$ cat src/rtl/ws2812b_bit_engine.sv
// ws2812b_bit_engine: serialises 24-bit pixel words into the WS2812B
// single-wire NRZ waveform, MSB first. A one-word holding register lets the
// next word follow with no gap. A per-word latch flag appends the strip reset
// low period.
// Optional feature: define WS2812B_DIM_EN to right-shift each 8-bit channel by
// DIM_SHIFT at load time. Without the macro, words are sent unmodified.
module ws2812b_bit_engine #(
  parameter int T0H       = 8,
  parameter int T1H       = 16,
  parameter int TBIT      = 25,
  parameter int TRESET    = 6000,
  parameter int DIM_SHIFT = 1
) (
  input  logic        clk20,
  input  logic        reset,
  input  logic [23:0] data_in,
  input  logic        valid,
  input  logic        latch,
  output logic        ready,
  output logic        led,
  output logic        busy,
  output logic        underrun
);

  localparam logic [15:0] T0H_C       = 16'(T0H);
  localparam logic [15:0] T1H_C       = 16'(T1H);
  localparam logic [15:0] TBIT_LAST   = 16'(TBIT - 1);
  localparam logic [15:0] TRESET_LAST = 16'(TRESET - 1);

  typedef enum logic [1:0] {S_IDLE, S_BIT, S_LATCH} state_t;

  // Reject timing or dim settings the counters and waveform cannot honour.
  if (!(T0H > 0 && T0H < T1H && T1H < TBIT && TBIT <= 65536 &&
        TRESET >= 1 && TRESET <= 65535 && DIM_SHIFT >= 0 && DIM_SHIFT <= 7))
  begin : g_bad_params
    $error("ws2812b_bit_engine: illegal timing or dim parameters");
  end

`ifdef WS2812B_DIM_EN
  function automatic logic [23:0] prep_word(input logic [23:0] w);
    return {w[23:16] >> DIM_SHIFT, w[15:8] >> DIM_SHIFT, w[7:0] >> DIM_SHIFT};
  endfunction
`else
  function automatic logic [23:0] prep_word(input logic [23:0] w);
    return w;
  endfunction
`endif

  state_t      state,      state_nxt;
  logic [23:0] shift_q,    shift_nxt;
  logic [4:0]  bit_cnt,    bit_nxt;
  logic [15:0] cyc_cnt,    cyc_nxt;
  logic        word_latch, word_latch_nxt;
  logic [23:0] hold_data,  hold_data_nxt;
  logic        hold_latch, hold_latch_nxt;
  logic        hold_full,  hold_full_nxt;
  logic        ready_nxt, led_nxt, busy_nxt, underrun_nxt;
  logic        accept, load;

  // Next-state, holding-register and registered-output logic.
  always_comb begin
    // NOTE: every signal gets a default first so no path leaves a latch behind.
    state_nxt      = state;
    shift_nxt      = shift_q;
    bit_nxt        = bit_cnt;
    cyc_nxt        = cyc_cnt;
    word_latch_nxt = word_latch;
    hold_data_nxt  = hold_data;
    hold_latch_nxt = hold_latch;
    hold_full_nxt  = hold_full;
    underrun_nxt   = 1'b0;
    load           = 1'b0;

    // ready mirrors ~hold_full, so an accept never collides with a load.
    accept = valid && ready;
    if (accept) begin
      hold_data_nxt  = data_in;
      hold_latch_nxt = latch;
      hold_full_nxt  = 1'b1;
    end

    case (state)
      S_IDLE: begin
        if (hold_full) load = 1'b1;
      end
      S_BIT: begin
        if (cyc_cnt == TBIT_LAST) begin
          if (bit_cnt != 5'd0) begin
            shift_nxt = {shift_q[22:0], 1'b0};
            bit_nxt   = bit_cnt - 5'd1;
            cyc_nxt   = '0;
          end else if (word_latch) begin
            state_nxt = S_LATCH;
            cyc_nxt   = '0;
          end else if (hold_full) begin
            load = 1'b1;
          end else begin
            underrun_nxt = 1'b1;
            state_nxt    = S_IDLE;
            cyc_nxt      = '0;
          end
        end else begin
          cyc_nxt = cyc_cnt + 16'd1;
        end
      end
      S_LATCH: begin
        if (cyc_cnt == TRESET_LAST) begin
          // A word held during the latch starts on the very next cycle.
          cyc_nxt = '0;
          if (hold_full) load = 1'b1;
          else           state_nxt = S_IDLE;
        end else begin
          cyc_nxt = cyc_cnt + 16'd1;
        end
      end
      default: begin
        state_nxt = S_IDLE;
        cyc_nxt   = '0;
      end
    endcase

    if (load) begin
      state_nxt      = S_BIT;
      shift_nxt      = prep_word(hold_data);
      bit_nxt        = 5'd23;
      cyc_nxt        = '0;
      word_latch_nxt = hold_latch;
      hold_full_nxt  = 1'b0;
    end

    ready_nxt = !hold_full_nxt;
    busy_nxt  = (state_nxt != S_IDLE) || hold_full_nxt;
    led_nxt   = (state_nxt == S_BIT) &&
                (cyc_nxt < (shift_nxt[23] ? T1H_C : T0H_C));
  end

  // State, datapath and output registers with asynchronous reset.
  always_ff @(posedge clk20 or posedge reset) begin
    if (reset) begin
      state      <= S_IDLE;
      shift_q    <= '0;
      bit_cnt    <= '0;
      cyc_cnt    <= '0;
      word_latch <= 1'b0;
      // NOTE: the holding register is reset too; a held word must not survive
      // a reset and restart after it.
      hold_data  <= '0;
      hold_latch <= 1'b0;
      hold_full  <= 1'b0;
      ready      <= 1'b1;
      led        <= 1'b0;
      busy       <= 1'b0;
      underrun   <= 1'b0;
    end else begin
      // NOTE: non-blocking assignments so every register samples pre-edge values.
      state      <= state_nxt;
      shift_q    <= shift_nxt;
      bit_cnt    <= bit_nxt;
      cyc_cnt    <= cyc_nxt;
      word_latch <= word_latch_nxt;
      hold_data  <= hold_data_nxt;
      hold_latch <= hold_latch_nxt;
      hold_full  <= hold_full_nxt;
      ready      <= ready_nxt;
      led        <= led_nxt;
      busy       <= busy_nxt;
      underrun   <= underrun_nxt;
    end
  end

endmodule

$ cat config.mk
export PLATFORM = sky130hd
export DESIGN_NAME = ws2812b_bit_engine
export DESIGN_NICKNAME = d
export VERILOG_FILES = /design/src/rtl/ws2812b_bit_engine.sv
export SDC_FILE = /design/constraint.sdc
export NUM_CORES = 1
export LEC_CHECK = 0
export ABC_AREA = 1
export CAP_MARGIN = 0
export CORE_MARGIN = 4
export CORE_UTILIZATION = 50
export DETAILED_ROUTE_END_ITERATION = 6
export PLACE_DENSITY = 0.7
export SYNTH_ARGS = -nofsm -noshare
export SYNTH_HDL_FRONTEND = slang
export SYNTH_SLANG_ARGS = --single-unit
$ cat constraint.sdc
create_clock -name clk20 -period 3.1 [get_ports clk20]
set_clock_uncertainty 0.1 [all_clocks]
set_input_delay 0.31 -clock clk20 [delete_from_list [all_inputs] [get_ports clk20]]
set_output_delay 0.31 -clock clk20 [all_outputs]
set_load 0.05 [all_outputs]
# == Word level (Yosys, flattened, before mapping) ==
# Index checks and enable logic that the tools add are counted.
# word_totals
output_inout_bits,4
regBits,78
inputBits,28
# classes
n_eq_ne,5
order_cmp,1
add_sub_neg,2
muxes,36
n_reduce_logical,11
# op_table
operator,count
16-bit two-way mux,6
24-bit two-way mux,4
16-bit case mux with 3 select lines,1
5-bit two-way mux,5
16-bit by 1-bit adder with 16-bit output (second input constant),1
16-bit by 13-bit equality test with 1-bit output (second input constant),1
16-bit by 5-bit equality test with 1-bit output (second input constant),1
16-bit by 5-bit less-than comparator with 1-bit output,1
1-bit two-way mux,12
2-bit two-way mux,6
2-bit nonzero test,4
2-bit case mux with 3 select lines,1
5-bit nonzero test,1
5-bit by 1-bit subtractor with 5-bit output (second input constant),1
2-bit by 1-bit equality test with 1-bit output (second input constant),2
1-bit case mux with 3 select lines,1
3-bit AND reduction,1
2-bit equality test (second input constant),1
1-bit logical AND,2
2-bit logical NOT,1
1-bit logical NOT,1
1-bit logical OR,1

# == Logic depth before layout (Yosys ltp) ==
# logic_depth
ltp_word,9
ltp_mapped,20

# == Worst setup path before layout ==
# Ideal clock, no wire load.
# synth_path
path_kind,register to register
start,register cyc_cnt[0]
end,register led
n_path_buf,2
arrival_ns,2.121
setup_time_ns,0.071
setup_slack_ns,0.808
path_stages_with_launch,20
t_required_ns,2.929
cell_sequence,dfrtp_1 buf_2 inv_1 ha_1 nand2_1 nor2_1 nand2_1 nor2_2 nand4_1 nand2_1 buf_4 a21oi_1 o211ai_1 inv_1 ha_1 inv_1 nand2_1 nor2_1 nand2_1 nor2_1
# synth_rtl
item,line,rtl
"start, declared",52,"logic [15:0] cyc_cnt, cyc_nxt;"
"start signal, assigned",159,cyc_cnt <= cyc_nxt;
"16-bit by 1-bit adder with 16-bit output, or another cell as far along","103, 113",
"16-bit two-way mux, or another cell as far along",107,if (cyc_cnt == TRESET_LAST) begin
16-bit case mux with 3 select lines / 1-bit case mux with 3 select lines (equally long branches),82,case (state)
16-bit two-way mux *,122,if (load) begin
net cyc_nxt[4],52,
16-bit by 5-bit less-than comparator with 1-bit output *,134,(cyc_nxt < (shift_nxt[23] ? T1H_C : T0H_C));
1-bit logical AND *,133,led_nxt = (state_nxt == S_BIT) &&
net led_nxt,57,"logic ready_nxt, led_nxt, busy_nxt, underrun_nxt;"
"end signal, assigned",165,led <= led_nxt;
"end, declared",20,"output logic led,"
# The timed path passes the listed nets; every way through them passes the cells marked *. The select of a mux whose other input is x is not followed.
# A chain may end at the register's enable or synchronous reset.

# == Worst setup path in the final report ==
# layout_path
start,register cyc_cnt[0]
end,register led
# layout_rtl
item,line,rtl
16-bit by 13-bit equality test with 1-bit output / 16-bit by 5-bit equality test with 1-bit output (equally long branches),"107, 87",
"1-bit two-way mux, or another cell as far along",107,
1-bit case mux with 3 select lines / 24-bit two-way mux (equally long branches),82,
24-bit two-way mux *,122,
net shift_nxt[23],50,"logic [23:0] shift_q, shift_nxt;"
5-bit two-way mux *,134,
16-bit by 5-bit less-than comparator with 1-bit output *,134,
1-bit logical AND *,133,
net led_nxt,57,
# Marked as above.

==> reports/summary.txt <==
Final Hold Fails -> 0
DRT iter0 DRCs -> 211
Largest net degree at the start of global routing -> 41
CTS tree -> done
Syn nets -> 588
Synthesis Warnings -> 0
Die footprint -> 0.009752 mm2
Status -> complete, no violations
Async SR Flop Fraction -> 100.0%
Initial Util -> 52.47%
Met3 GRT Util -> 3.397%
Vias in the first global route -> 3,630
Synthesized flop and latch total -> 78
Seq/Total Area, Yosys -> 47.43%
VDD IR max -> 0.0004298 V
DR vias/cell -> 5.301
# H-tree levels -> 3
Yosys cell types -> 31
Post-DR wirelength/cell -> 15.02 um
Share of the synthesized area in the top cell type -> 46.79%
Mapped Avg Cell Area -> 7.419 um2
Tot GR Track Use -> 22.25%
Post-CTS Hold Fix Bufs -> 0
IO Pins -> 32
Inst Count DP -> 677
I/O Buffers -> 31
Number of core rows -> 32
Period utilization -> 86.82%
Met2 GRT Util -> 36.26%
Gate Count Post-Synth -> 555
Fin Setup TNS -> 0 ps
DP Worst Slack -> 498.3 ps
Post-synth EDFFs -> 0
Final instance count without filler cells -> 692
Synth cell count leaders -> 209 x nand2_1, 77 x dfrtp_1, 54 x nor2_1, 50 x nand3_1, 49 x inv_1
Diodes inserted -> 0
Commonest register cell after synthesis -> dfrtp_1
Remaining DRCs -> 0
Leading area contributor after synthesis -> dfrtp_1
Routed Wire Length -> 10.39 mm
# resized after CTS -> 0
Fin util -> 59.95%
R2r startpoint -> cyc_cnt[0]$_DFFE_PP0P_
Flop-to-flop setup slack -> 410 ps
Final setup fails -> 0
Layout cell share with drive strength beyond 1 -> 7.627%
Highest clock rate -> 371.6 MHz
GR Util met1 -> 29.66%
CTS root buf -> clkbuf_8
CP Class -> reg -> reg
Drt first pass iters -> 4
Die height -> 98.75 um
P&R area growth vs syn -> 14.25%
Fin crit period -> 2691 ps
CTS clk-pin slew, worst paths -> 80 ps
Crit. End Element -> register
Final worst-path setup slack -> 408.7 ps
Reg2reg path depth -> 18
Top area cells in the synthesized netlist -> dfrtp_1 47%, nand2_1 19%, nand3_1 6.1%, nor2_1 4.9%, inv_1 4.5%
Slew @ Worst Pin -> 510.9 ps
Total grt overflow -> 0
Core ar. -> 0.007848 mm2
Clock tree sinks -> 78
Most frequent cell after synthesis -> nand2_1
RePlAce Congestion -> 1.065
Critical Path RT -> 3260 ps
Cell Area, Synth -> 0.004118 mm2
Power Dens Cells -> 430.6 mW/mm2
Die width -> 98.75 um
CP Launch Type -> register
CTS buffer count -> 9
Leak pwr -> 2.507 nW
CTS max path bufs -> 2
Critical path arrival -> 2850 ps
Slew margin rel. -> 65.84%
Antenna Nets Post-Route -> 0
First-pass GRT wire length -> 17.51 mm
Most Crowded Layer GR -> met2
Max Slew Vio Count -> 0
DP HPWL -> 7.626 mm
Unrepaired setup endpoints after global routing -> false
Max_cap viols -> 0
Postcts setup bufs -> 0
Tightest Hold Check Type -> in -> async
Vias -> 3,668
Final nets -> 619
Worst-Skew Late Latency -> 340 ps
Max Fanout on Critical Path -> 39
Reg2reg end -> led$_DFF_PP0_
Initial antenna violation count -> 0
==> worst max-delay path by stage <==
stage / startpoint / endpoint / slack (ps) / depth (start not counted)
2_1_floorplan: reset / bit_cnt[0]$_DFFE_PP0P_ / 700 / 1
3_3_place_gp: cyc_cnt[0]$_DFFE_PP0P_ / led$_DFF_PP0_ / 560 / 17
3_5_place_dp: cyc_cnt[0]$_DFFE_PP0P_ / led$_DFF_PP0_ / 500 / 18
4_1_cts: cyc_cnt[0]$_DFFE_PP0P_ / led$_DFF_PP0_ / 430 / 17
5_1_grt: cyc_cnt[0]$_DFFE_PP0P_ / led$_DFF_PP0_ / 120 / 17
6_report: cyc_cnt[0]$_DFFE_PP0P_ / led$_DFF_PP0_ / 410 / 18
==> sequential cells by signal, summed over array words and instances (netlist names), 2 cells and up <==
register,cells
hold_data,24
bit_cnt,5
shift_q,24
state,2
cyc_cnt,16
==> final cells by class <==
class                   instances  area (um2)
repair buffers                 43       412.9
flip-flops and latches         78        1953
fillers                       750        3143
inverters                      55       206.4
clock buffers                  10       127.6
multi-input cells             399        1841
well taps                     102       127.6
clock inverters                 5       36.28
==> per-stage QoR <==
stage | hold slack (ps) | instance area, um2 | total power [mW]
3_3_place_gp | 365.4 | 4541 | 1.381
4_1_cts | 83.80 | 4705 | 2.047
2_1_floorplan | 319.6 | 4118 | 1.307
6_report | 88.49 | 4705 | 2.026
3_5_place_dp | 368.2 | 4541 | 1.388
5_1_grt | 100.9 | 4705 | 2.143
==> cell usage in the layout, fill, tap and decap left out, types with 4 or more instances in the layout <==
| master | instances |
|---|---|
| nand2_1 | 209 |
| dfrtp_1 | 77 |
| nor2_1 | 54 |
| nand3_1 | 50 |
| inv_1 | 48 |
| clkdlybuf4s50_1 | 31 |
| a22oi_1 | 22 |
| nand4_1 | 13 |
| buf_4 | 11 |
| o21ai_0 | 10 |
| clkbuf_8 | 9 |
| inv_2 | 7 |
| o211ai_1 | 6 |
| nor2_2 | 5 |
| a21oi_1 | 5 |
| ha_1 | 5 |
| nor3_1 | 4 |
==> layer usage <==
metal	vias up	wire, um
met5	-	0
met4	0	285
met3	21	545
met2	104	4992
met1	1710	4568
li1	1833	-
==> report_power, final <==
group / internal (mW) / total, mW / leakage (nW) / switching [mW]
logic: 0.0826 / 0.178 / 1.43 / 0.0953
registers: 1.13 / 1.19 / 1.00 / 0.0601
clock network: 0.288 / 0.661 / 0.0748 / 0.373
total: 1.50 / 2.03 / 2.51 / 0.529
==> critical path: stages (launching register included) <==
cell and delay, ps:
dfrtp_1 480, ha_1 310, nand2_2 120, nor2_4 50, inv_2 70, nor2_2 50, nand2_2 90, a21oi_2 70
nor2_2 230, buf_12 240, nand2_1 100, nand2_1 100, inv_1 60, ha_1 180, inv_1 60, nand2_1 60
nor2_1 90, nand2_1 60, nor2_1 100
==> logic make-up (layout without fill, tap and decap cells) <==
family                     after synthesis  after routing  synth area share (%)
DFF                                     78             78                 47.43
buffers and inverters                   78            113                 7.870
xor gates and xnor gates                 4              4                0.8510
and+or+nand+nor                        341            341                 34.52
AOI/OAI and AO/OA                       49             49                 7.809
adders and majority gates                5              5                 1.519
Power figures use the tool's default switching activity.
==> edit 1: new RTL, same settings <==
`shift_q` and `hold_data` no longer have a reset.
--- a/src/rtl/ws2812b_bit_engine.sv
+++ b/src/rtl/ws2812b_bit_engine.sv
@@ -140,3 +140,2 @@
       state      <= S_IDLE;
-      shift_q    <= '0;
       bit_cnt    <= '0;
@@ -146,3 +145,2 @@
       // a reset and restart after it.
-      hold_data  <= '0;
       hold_latch <= 1'b0;
@@ -156,3 +154,2 @@
       state      <= state_nxt;
-      shift_q    <= shift_nxt;
       bit_cnt    <= bit_nxt;
@@ -160,3 +157,2 @@
       word_latch <= word_latch_nxt;
-      hold_data  <= hold_data_nxt;
       hold_latch <= hold_latch_nxt;
@@ -170,2 +166,7 @@
 
+  always_ff @(posedge clk20) begin
+    shift_q   <= shift_nxt;
+    hold_data <= hold_data_nxt;
+  end
+
 endmodule
Formal check against the unedited RTL: same outputs for any inputs over 10 cycles, from zero or initial values and one cycle with reset high; that may be too few to reach the edited logic, so the function may still have changed.
==> edit 1 against the unedited design <==
Die area down 5.1%; final area down 3.7%; wire length down 20%; worst hold slack better by 0.16 ns; synthesized area down 5.5%; sequential cell count unchanged; worst setup slack better by 0.0040 ns; global-route usage down 1.9 points; critical endpoint unchanged; largest cell class unchanged.
Power is not compared: it rests on default switching activity, and its combinational part moved more than twofold at a synthesized area within 25%.
==> edit 1: results (changes against the unedited design) <==
PLACE_WORST_SETUP_SLACK_NS=0.435  # -0.0628 ns
POSTROUTEWIRELENGTH_MM=8.34  # -20%
NFLOPSANDLATCHES=78  # unchanged
YOSYS-TOP-CELLS-AREA='sky130_fd_sc_hd__edfxtp_1 36%, sky130_fd_sc_hd__dfrtp_1 19%, sky130_fd_sc_hd__nand2_1 8.4%'
GRT_FIRST_PASS_WIRELENGTH_MM=14.0  # -20%
ROUTE.MET3.WL_MICRONS=412  # -24%
GP_CONGESTION=0.927  # -13%
SYNTH_ASYNC_SR_FLOP_SHARE=0.385  # -0.615
CP_SLOWEST_STAGE_DELAY_NS=0.51  # +0.03 ns
GRT_UTIL_MET2=0.326  # -0.0366
OUTCOME='completed'
SYNTH_COMMONEST_CELLS='87 x sky130_fd_sc_hd__nand2_1, 47 x sky130_fd_sc_hd__edfxtp_1, 44 x sky130_fd_sc_hd__nor2_1, 43 x sky130_fd_sc_hd__inv_1, 29 x sky130_fd_sc_hd__dfrtp_1'
SYNTH_EDF_COUNT=47  # +47
GROUTE.LAYER.MET3.USAGE=0.0289  # -0.00504
SYNTH-MAIN-FF-CELL='sky130_fd_sc_hd__edfxtp_1'
NONCLOCKBUFFERCOUNT=40  # -7.0%
PLACE.DETAILED.INSTANCES=533  # -21%
POST_DP_CELL_AREA_SQ_UM=4320  # -4.9%
CLK_SHARE=0.0469  # +0.0121
FIN_AREA_SQ_UM=4530  # -3.7%
FILLERINSTANCES=635  # -15%
WORST_HOLD_SLACK_NS=0.244  # +0.156 ns
SYNTHESIS_TO_LAYOUT_AREA_GROWTH_PCT=16.5
WORST_REG2REG_PATH_LENGTH_IN_CELLS=19  # +1
POSTSYNTHNETCOUNT=439  # -25%
==> edit 1: cell count changes after synthesis, sizes merged, moves of 7 or more <==
cell	unedited run	this run
nand2	211	97
edfxtp	0	47
nand3	51	21
nor2	60	53
dfrtp	77	29
clkbuf	10	2
a22oi	22	0
a21oi	6	14
a22o	0	21
==> edit 1: critical path: cells and delay by family, from the launching register on <==
kind	cells	cell delay (ns)
buf+inv	3	0.21
fa+ha+maj	1	0.18
flops	1	0.51
simple gates	15	1.64
==> edit 1: cells by family after synthesis <==
kind of cell | count (synthesis) | share of synthesized area
AND/OR/NAND/NOR | 194 | 0.237
flip-flops | 78 | 0.561
buffers and inverters | 63 | 0.0682
adder cells (fa/ha/maj) | 5 | 0.0161
AO/OA/AOI/OAI | 59 | 0.101
XOR/XNOR | 7 | 0.0158
==> edit 1: power breakdown <==
part           total [mW]  switching [mW]  internal, mW
Sequential           1.12         0.00632          1.12
Clock               0.805           0.353         0.452
Combinational      0.0652          0.0288        0.0364
==> edit 2: new RTL, config.mk and constraints unchanged <==
Without the edit above. The option `WS2812B_DIM_EN` is turned on by a define.
--- a/src/rtl/ws2812b_bit_engine.sv
+++ b/src/rtl/ws2812b_bit_engine.sv
@@ -6,2 +6,4 @@
 // DIM_SHIFT at load time. Without the macro, words are sent unmodified.
+`define WS2812B_DIM_EN
+
 module ws2812b_bit_engine #(
Function: same outputs for any inputs over 10 cycles, from zero or initial values and one cycle with reset high; that may be too few to reach the edited logic, so the function may still have changed.
==> edit 2 against the unedited design <==
Total power increased by 3.2%; worst setup slack improved by 0.0016 ns; critical path type unchanged; synthesized area decreased by 2.7%; die area decreased by 2.5%; clock power increased by 21%; final area decreased by 2.9%; wire length decreased by 5.3%; first-iteration DRC count decreased by 21%; cell count decreased by 4.9%; sequential cell count decreased by 3; sequential power decreased by 5%; fmax about the same.
==> edit 2: results (changes against the unedited design) <==
YOSYS-TOP-CELLS-AREA='sky130_fd_sc_hd__dfrtp_1 46%, sky130_fd_sc_hd__nand2_1 16%, sky130_fd_sc_hd__nand3_1 6.7%'
CLKTRANSATPATHREGS_NS=0.08  # about the same
GROUTE.LAYER.MET3.USAGE=0.0388  # +0.00479
CP_DATA_ARRIVAL_TIME_NS=2.86  # about the same
CAPTURE_INSTANCE_OF_THE_WORST_REGISTER_TO_REGISTER_PATH='led'
DR.PASS1.ITERS=4  # unchanged
VIAS=3541  # -3.5%
WORST_REG2REG_PATH_LENGTH_IN_CELLS=12  # -6
GRT_UTIL_MET2=0.363  # +0.000602
GLOBAL_ROUTE.USAGE.MET1=0.280  # -0.0168
P_LEAK_nW=2.40  # -4.2%
TOP_REGS='shift_q x24, hold_data x21, cyc_cnt x16'
MIN-DELAY-PATH-CLASS='primary input to asynchronous set/reset pin'
FF2FF_SETUP_SLACK_NS=0.41  # about the same
RR_STARTPOINT='cyc_cnt[0]'
WORST_HOLD_SLACK_NS=0.230  # +0.142 ns
FINAL_NETS=584  # -5.7%
SYNTH_COMMONEST_CELLS='173 x sky130_fd_sc_hd__nand2_1, 74 x sky130_fd_sc_hd__dfrtp_1, 57 x sky130_fd_sc_hd__inv_1, 54 x sky130_fd_sc_hd__nand3_1, 38 x sky130_fd_sc_hd__nor2_1'
GP_CONGESTION=0.939  # -12%
ROUTED_WIRE_LENGTH_PER_INSTANCE_MICRONS=15.0  # -0.37%
GRT_START_MAX_NET_PINS=30  # -27%
YOSYSSEQAREASHARE=0.469  # -0.00541
YOSYSWARNINGCOUNT=0  # unchanged
CRITICAL_PATH_PEAK_FANOUT=13  # -67%
VDD_IR_DROP_MAX_mV=0.395  # -8.2%
POSTSYNTHNETCOUNT=557  # -5.3%
GRT_FIRST_PASS_WIRELENGTH_MM=16.5  # -5.5%
POSTROUTEWIRELENGTH_MM=9.85  # -5.3%
CELLPOWERDENSITY_nW_PER_UM2=458  # +6.3%
TIMING.MAX_CAP.VIOLATIONS=0  # unchanged
FINAL_LAYOUT_SIZE_SUFFIX_GT1_FRAC=0.0791  # +0.00287
ESTIMATED_WIRELENGTH_OF_THE_DETAIL_PLACED_DESIGN_MM=6.96  # -8.8%
MAXSLEWHEADROOM=0.565  # -0.0933
SYNTHCELLS=524  # -5.6%
GROUTE.USAGE.OVERALL=0.215  # -0.00743
OUTCOME='completed'
POST_CTS_RESIZED=0  # unchanged
HTREE_LEVELS=3  # unchanged
SLEW_VIOL_FINAL=0  # unchanged
NETLIST-CELL-TYPE-COUNT=30  # -3.2%
DETAILEDROUTE.FIRSTITERATIONVIOLATIONS=166  # -21%
POST_DP_CELL_AREA_SQ_UM=4350  # -4.1%
PLACE.DETAILED.INSTANCES=642  # -5.2%
FIRST_GLOBAL_VIAS=3379  # -6.9%
PORTBUFFERS=28  # -9.7%
## edit 2: cell count changes after synthesis, sizes merged, moves of 2 or more
| cell | delta |
|---|---|
| nand2 | -35 |
| nor2 | -16 |
| o21ai | +8 |
| nand4 | +6 |
| buf | +5 |
| inv | +5 |
| a22oi | -4 |
| clkbuf | -4 |
| dfrtp | -3 |
| nand3 | +3 |
| o211ai | +2 |
## edit 2: final cells by class
class / count / area [sq um]
inverter: 61 / 231
clock buffer: 12 / 165
tap: 102 / 128
timing repair buffer: 40 / 383
multi-input combinational: 364 / 1730
clock inverter: 4 / 47.5
fill: 721 / 3200
sequential: 75 / 1880
## edit 2: worst max-delay path: stages, from the launching register on
cell	delay [ns]
sky130_fd_sc_hd__dfrtp_1	0.46
sky130_fd_sc_hd__ha_1	0.33
sky130_fd_sc_hd__nand3_1	0.17
sky130_fd_sc_hd__nor2_2	0.06
sky130_fd_sc_hd__nand2_2	0.21
sky130_fd_sc_hd__a21oi_4	0.09
sky130_fd_sc_hd__nor2_2	0.35
sky130_fd_sc_hd__buf_12	0.19
sky130_fd_sc_hd__nand2_1	0.09
sky130_fd_sc_hd__ha_1	0.30
sky130_fd_sc_hd__nand2_1	0.07
sky130_fd_sc_hd__nand3_1	0.07
sky130_fd_sc_hd__nor2_1	0.11
## edit 2: kinds of logic (layout without fill, tap and decap cells)
| logic type | after synthesis | in the layout | synth area share |
|---|---|---|---|
| buffers and inverters | 85 | 117 | 0.0981 |
| flip-flops | 75 | 75 | 0.469 |
| AO/OA/AOI/OAI | 56 | 56 | 0.0900 |
| adder cells (fa/ha/maj) | 5 | 5 | 0.0156 |
| XOR/XNOR | 5 | 5 | 0.0109 |
| AND/OR/NAND/NOR | 298 | 298 | 0.316 |
## edit 2: routing by layer
layer	wire, microns	up-vias	share of wire
met5	0	-	0
met4	217	0	0.022
met3	334	22	0.034
met2	4910	84	0.50
met1	4380	1686	0.45
li1	-	1749	-
## edit 2: report_power, final
part	switching [mW]	leakage, nW	internal (mW)	total [mW]
sequential	0.0528	0.957	1.07	1.13
clock	0.367	0.108	0.435	0.803
combinational	0.0865	1.34	0.0734	0.160
total	0.506	2.40	1.58	2.09
## edit 2: worst max-delay path by stage
stage | end | cells past startpoint | slack, ns
after detailed placement | led | 12 | 0.43
after global routing | led | 17 | 0.11
after global placement | led | 12 | 0.49
after CTS | led | 12 | 0.41
final | led | 12 | 0.41
after floorplan | bit_cnt[0] | 1 | 0.78
## edit 2: stage by stage
step | setup slack [ns] | total power [mW]
CTS | 0.411 | 2.10
floorplan | 0.782 | 1.24
detailed placement | 0.432 | 1.31
global route | 0.113 | 2.19
global placement | 0.486 | 1.30
finish | 0.410 | 2.09
